$ cat src/rtl/ps2_pkg.sv
// Shared PS/2 definitions: transmitter state encoding, frame length and
// the keyboard command/response bytes used by the host side.
package ps2_pkg;

  typedef enum logic [2:0] {
    IDLE,
    INHIBIT,
    REQ,
    SHIFT,
    DONE,
    ERR
  } tx_state_e;

  localparam int PS2_FRAME_EDGES = 11;

  localparam logic [7:0] CMD_SET_LEDS = 8'hED;
  localparam logic [7:0] CMD_RESET    = 8'hFF;
  localparam logic [7:0] CMD_ENABLE   = 8'hF4;

  localparam logic [7:0] RSP_ACK      = 8'hFA;
  localparam logic [7:0] RSP_RESEND   = 8'hFE;

endpackage

$ cat src/rtl/ps2_line_sync.sv
// Two-flop synchronizers for the raw PS/2 clock and data pins plus a
// falling-edge strobe on the synchronized clock. Idle bus level is high.
module ps2_line_sync (
  input  logic clk,
  input  logic rst,
  input  logic clock_i,
  input  logic data_i,
  output logic clock_o,
  output logic data_o,
  output logic clock_fall_o
);

  logic [1:0] clock_sync_q;
  logic [1:0] data_sync_q;
  logic       clock_prev_q;

  always_ff @(posedge clk) begin
    if (rst) begin
      clock_sync_q <= 2'b11;
      data_sync_q  <= 2'b11;
      clock_prev_q <= 1'b1;
    end else begin
      clock_sync_q <= {clock_sync_q[0], clock_i};
      data_sync_q  <= {data_sync_q[0], data_i};
      clock_prev_q <= clock_sync_q[1];
    end
  end

  assign clock_o      = clock_sync_q[1];
  assign data_o       = data_sync_q[1];
  assign clock_fall_o = clock_prev_q & ~clock_sync_q[1];

endmodule

$ cat src/rtl/ps2_host_tx.sv
// Host-to-device PS/2 transmitter: inhibits the bus, issues request-to-send,
// shifts a command byte out on device clock falls and reports ack/nack/timeout.
module ps2_host_tx
  import ps2_pkg::*;
#(
  parameter int INHIBIT_CYCLES = 6000,
  parameter int TIMEOUT_CYCLES = 750000
) (
  input  logic       clk,
  input  logic       rst,
  input  logic [7:0] tx_data,
  input  logic       tx_valid,
  output logic       tx_ready,
  output logic       tx_done,
  output logic       tx_error,
  output logic       busy,
  input  logic       ps2_clock_in,
  input  logic       ps2_data_in,
  output logic       ps2_clock_oe,
  output logic       ps2_data_oe,
  output tx_state_e  state_dbg
);

  localparam int INH_W = (INHIBIT_CYCLES > 2) ? $clog2(INHIBIT_CYCLES) : 1;
  localparam int TO_W  = (TIMEOUT_CYCLES > 2) ? $clog2(TIMEOUT_CYCLES) : 1;
  localparam logic [INH_W-1:0] INH_LAST  = INH_W'(INHIBIT_CYCLES - 1);
  localparam logic [TO_W-1:0]  TO_LAST   = TO_W'(TIMEOUT_CYCLES - 1);
  localparam logic [3:0]       EDGE_LAST = 4'(PS2_FRAME_EDGES - 1);

  tx_state_e        state_q, state_d;
  logic [7:0]       byte_q, byte_d;
  logic             parity_q, parity_d;
  logic [3:0]       edge_q, edge_d;
  logic [INH_W-1:0] inh_q, inh_d;
  logic [TO_W-1:0]  to_q, to_d;
  logic             drv_q, drv_d;

  logic clock_s, data_s, clock_fall;

  ps2_line_sync u_sync (
    .clk          (clk),
    .rst          (rst),
    .clock_i      (ps2_clock_in),
    .data_i       (ps2_data_in),
    .clock_o      (clock_s),
    .data_o       (data_s),
    .clock_fall_o (clock_fall)
  );

  always_ff @(posedge clk) begin
    if (rst) begin
      state_q  <= IDLE;
      byte_q   <= '0;
      parity_q <= 1'b0;
      edge_q   <= '0;
      inh_q    <= '0;
      to_q     <= '0;
      drv_q    <= 1'b1;
    end else begin
      state_q  <= state_d;
      byte_q   <= byte_d;
      parity_q <= parity_d;
      edge_q   <= edge_d;
      inh_q    <= inh_d;
      to_q     <= to_d;
      drv_q    <= drv_d;
    end
  end

  // Handshake: a byte is taken on the cycle tx_valid & tx_ready are both high;
  // tx_ready is high only in IDLE, so requests while busy are simply dropped.
  always_comb begin
    state_d      = state_q;
    byte_d       = byte_q;
    parity_d     = parity_q;
    edge_d       = edge_q;
    inh_d        = inh_q;
    to_d         = to_q;
    drv_d        = drv_q;
    ps2_clock_oe = 1'b0;
    ps2_data_oe  = 1'b0;
    tx_done      = 1'b0;
    tx_error     = 1'b0;
    case (state_q)
      IDLE: begin
        if (tx_valid) begin
          byte_d   = tx_data;
          parity_d = ~^tx_data;
          edge_d   = '0;
          inh_d    = '0;
          to_d     = '0;
          drv_d    = 1'b0;
          state_d  = INHIBIT;
        end
      end
      INHIBIT: begin
        ps2_clock_oe = 1'b1;
        if (inh_q == INH_LAST) state_d = REQ;
        else                   inh_d   = inh_q + 1'b1;
      end
      REQ: begin
        ps2_clock_oe = 1'b1;
        ps2_data_oe  = 1'b1;
        to_d         = '0;
        edge_d       = '0;
        drv_d        = 1'b0;
        state_d      = SHIFT;
      end
      SHIFT: begin
        ps2_data_oe = ~drv_q;
        to_d        = to_q + 1'b1;
        // The ack fall wins over a timeout landing in the same cycle.
        if (clock_fall && edge_q == EDGE_LAST) begin
          state_d = data_s ? ERR : DONE;
        end else if (to_q == TO_LAST) begin
          state_d = ERR;
        end else if (clock_fall) begin
          edge_d = edge_q + 4'd1;
          if (edge_q < 4'd8)       drv_d = byte_q[edge_q[2:0]];
          else if (edge_q == 4'd8) drv_d = parity_q;
          else                     drv_d = 1'b1;
        end
      end
      DONE: begin
        tx_done = 1'b1;
        state_d = IDLE;
      end
      ERR: begin
        tx_error = 1'b1;
        state_d  = IDLE;
      end
      default: state_d = IDLE;
    endcase
  end

  assign tx_ready  = (state_q == IDLE);
  assign busy      = (state_q != IDLE);
  assign state_dbg = state_q;

endmodule

$ cat config.mk
export PLATFORM = sky130hd
export DESIGN_NAME = ps2_host_tx
export DESIGN_NICKNAME = d
export VERILOG_FILES = /design/src/rtl/ps2_pkg.sv /design/src/rtl/ps2_line_sync.sv /design/src/rtl/ps2_host_tx.sv
export SDC_FILE = /design/constraint.sdc
export NUM_CORES = 1
export LEC_CHECK = 0
export CAP_MARGIN = 20
export CORE_UTILIZATION = 40
export DETAILED_ROUTE_END_ITERATION = 16
export HOLD_SLACK_MARGIN = 0.06
export PLACE_DENSITY = 0.66
export SYNTH_ARGS = -nofsm -noshare
export SYNTH_HDL_FRONTEND = slang
export SYNTH_SLANG_ARGS = --single-unit
$ cat constraint.sdc
create_clock -name clk -period 2.2 [get_ports clk]
set_input_delay 0.44 -clock clk [delete_from_list [all_inputs] [get_ports clk]]
set_output_delay 0.44 -clock clk [all_outputs]
set_load 0.005 [all_outputs]
==> reports/qor.csv <==
stage;metric;value;unit
die;start_util;42.1;%
synth;synth.top_cell.area_share;40.2;%
placed_design;sum_of_net_half_perimeters_after_detailed_placement;4.20;mm
timing;worst_hold_slack;458;ps
synth;synth-async-reset-ratio;0;%
setup_path;worst_r2r_endpoint;inh_q[2];
placed_design;placed_instances;414;
synth;synthTopCellsByArea;dfxtp_1, xnor2_1, nand2_1;
timing;finalSetupViolations;0;
placed_design;io_buffers;21;
die;ioPinCount;22;
run_status;outcome;finished, final reports clean;
drt;drt_first_pass_iters;10;
layout;post_route_cells_drive_above_1_share;12.5;%
placed_design;place_worst_setup_slack;3.06;ps
timing;slew-limit-headroom;69.5;%
grt;grt_max_degree;21;
synth;synth-seq-cells;55;
drt;drt_iter0_drc;142;
grt;grt_first_pass_wirelength;9.89;mm
synth;ys_top_cells_by_count;dfxtp_1, nand2_1, nor2_1;
drt;detail_routed_via_count_per_cell;5.41;
clock_network;tritoncts;done;
grt;first_global_vias;2032;
pwr;clock_power_share;24.9;%
setup_path;regToRegStartpoint;inh_q[0];
timing;final.min_clock_period;2090;ps
timing;timing.clock.skew;12.0;ps
layout;synthToLayoutAreaGrowth;17.6;%
layout;insertedDiodeCount;0;
setup_path;reg2reg_depth;6;
die;die_w;84.7;µm
setup_path;cp_slowest_cell;clkdlybuf4s50_1;
die;design.die.area;0.00718;mm²
drt;wire_per_inst;13.7;µm
worst_hold_path;min-delay-start;parity_q;
synth;synth_edf_count;0;
worst_hold_path;hold_class;reg2reg;
timing;fmax;0.479;GHz
timing;final_critical_path_setup_slack;112;ps
layout;finish.cell_count_without_fillers;422;
pwr;p_leak;0.00116;µW
placed_design;globalplace.congestion;0.874;
clock_network;clkSinkCount;55;
clock_network;clock_path_buffers;2;
clock_network;ctsRootBufferMaster;clkbuf_8;
synth;synthesis.instances;314;
timing;tns;0;ps
clock_network;numCtsBuffers;5;
layout;num-nets-final;362;
grt;grt_util_all_layers;17.3;%
clock_network;ctsHtreeMaxLevel;2;
grt;initial_antenna_violation_count;0;
drt;post-route-drc-count;0;
drt;vias;2282;
timing;rsz0062_at_grt;no;
timing;tightestPinTransition;454;ps
layout;utilization;49.6;%
setup_path;worstPathBufferInverterCount;2;
setup_path;path_class;reg2out;
pwr;max-vdd-ir-drop;0.312;mV
grt;overflow;0;
drt;drt_wl_total;5.78;mm
pwr;proportion_of_power_drawn_by_flip_flops_and_latches;42.8;%
worst_hold_path;worst_hold_endpoint;parity_q;
setup_path;cpLargestDelayFamily;buffers and inverters;
worst_hold_path;hold-path-cell-count;2;
pwr;power_switching;874;µW
pwr;combPwrFrac;32.2;%
setup_path;path_cells;inv_1, and3_1, clkdlybuf4s50_1;
clock_network;insertion_delay;310;ps
synth;syn-mean-instance-area;8.72;µm²
setup_path;critical_path_arrival;1650;ps
clock_network;clk_pin_slew_worst_paths;100;ps
synth;postSynth.topFlopCell;dfxtp_1;
synth;dominant_cell_by_count_in_the_synthesized_netlist;dfxtp_1;
die;number_of_placement_rows;29;
pwr;power_density;842;mW/mm²
synth;post_synth_instance_area;0.00274;mm²
setup_path;setup_slack_reg_to_reg;310;ps
drt;final_antenna_net_count;0;
timing;finalHoldViolations;0;
die;die_height;84.7;µm
setup_path;biggest_cell_delay_along_the_critical_path;510;ps
synth;synth_sequential_area_ratio;40.2;%
setup_path;cp-start-kind;flop;
synth;synth_top_cell_by_area;dfxtp_1;
timing;timing.final.max_slew_violations;0;
pwr;power.share.switching;32.2;%
flow_run;max-cap-violations;0;
synth;syn-num-nets;332;
timing;min_period_over_period;94.9;%
pwr;internal_power;1840;µW
synth;synth_cell_type_count;53;
setup_path;worst-endpoint-required;1760;ps
die;core_area;0.00649;mm²
setup_path;end_kind;primary output;
synth;synthesis.yosys.warnings;0;
layout;layout.filler_cells;622;
setup_path;worstPathMaxFanout;7;
[cells in the final DEF (no fill, tap or decap), types with 3 or more instances in the layout]
cell type / synthesis / layout
buf_4: 1 / 12
or3_1: 5 / 5
nand3_1: 16 / 16
clkbuf_8: 0 / 5
nor2_1: 33 / 33
mux2i_1: 3 / 3
dfxtp_1: 55 / 53
ha_1: 5 / 5
xor2_1: 12 / 12
a21oi_1: 19 / 19
or4_1: 4 / 4
o21ai_0: 7 / 6
a21o_1: 4 / 4
clkdlybuf4s50_1: 0 / 21
and3_1: 9 / 9
nor3_1: 6 / 6
inv_1: 9 / 9
nand4_1: 9 / 9
and4_1: 3 / 3
or2_2: 6 / 6
nand2_1: 39 / 39
xnor2_1: 19 / 19
[through the flow]
step	cell area, µm²	power, µW
floorplan	2740	1690
global placement	3110	2040
detailed placement	3110	2060
CTS	3220	2730
global route	3220	2880
finish	3220	2710
[power by group through the flow]
stage	Combinational (µW)	Clock [µW]	Sequential (µW)
floorplan	555	0	1130
global placement	864	0	1180
detailed placement	871	0	1180
CTS	874	697	1160
global route	963	737	1180
finish	874	676	1160
[worst register-to-register path, cell delays in order (launching register included)]
cell and delay (ps):
dfxtp_1 360, ha_1 260, and4_1 250, and3_1 180
o21ai_1 380, a21oi_1 140, a31o_2 230
[cell families (layout without fill, tap and decap cells)]
family | Yosys count | after routing | share of synthesized area, %
simple gates | 150 | 150 | 29.6
flops | 55 | 55 | 40.2
compound gates | 48 | 48 | 12.2
xor+xnor | 31 | 31 | 9.92
buf+inv | 20 | 51 | 3.02
fa+ha+maj | 5 | 5 | 2.29
mux | 5 | 5 | 2.74
[state kept, by name (all words and copies together) (netlist names), 2 cells and up]
signal               cells
to_q                    20
inh_q                   13
byte_q                   8
edge_q                   4
state_dbg                3
u_sync.clock_sync_q      2
u_sync.data_sync_q       2
[how the worst max path moves through the flow]
| stage | from | to | slack (ps) | depth (start not counted) |
|---|---|---|---|---|
| 3_5_place_dp | tx_valid | to_q[10] | 3 | 5 |
| 6_report | state_dbg[1] | tx_error | 110 | 3 |
| 5_1_grt | state_dbg[1] | tx_error | 50 | 3 |
| 3_3_place_gp | tx_valid | to_q[8] | 20 | 5 |
| 4_1_cts | state_dbg[1] | tx_error | 10 | 3 |
| 2_1_floorplan | edge_q[0] | edge_q[3] | 350 | 7 |
[routing by layer]
metal | GRT usage [%] | part of all wire [%] | up-vias | wire [µm]
met5 | 0 | 0 | - | 0
met4 | 6.47 | 1.4 | 0 | 80
met3 | 2.65 | 3.0 | 5 | 171
met2 | 26.1 | 45 | 34 | 2620
met1 | 24.8 | 50 | 1072 | 2910
li1 | - | - | 1171 | -
[final cells by class]
cell class	instances	area (µm²)	area share (%)
multi-input combinational	239	1550	48.3
clock buffer	5	68.8	2.14
clock inverter	3	43.8	1.36
sequential	55	1100	34.3
tap	77	96.3	2.99
inverter	9	33.8	1.05
timing repair buffer	34	320	9.95
[timing repair]
| action | 4_1_cts | 5_1_grt |
|---|---|---|
| endpoints found under the setup margin | 0 | 3 |
| buffers inserted | 0 | 0 |
| hold buffers | 0 | 0 |
| gates resized for setup | 0 | 2 |
Power figures use the tool's default switching activity.
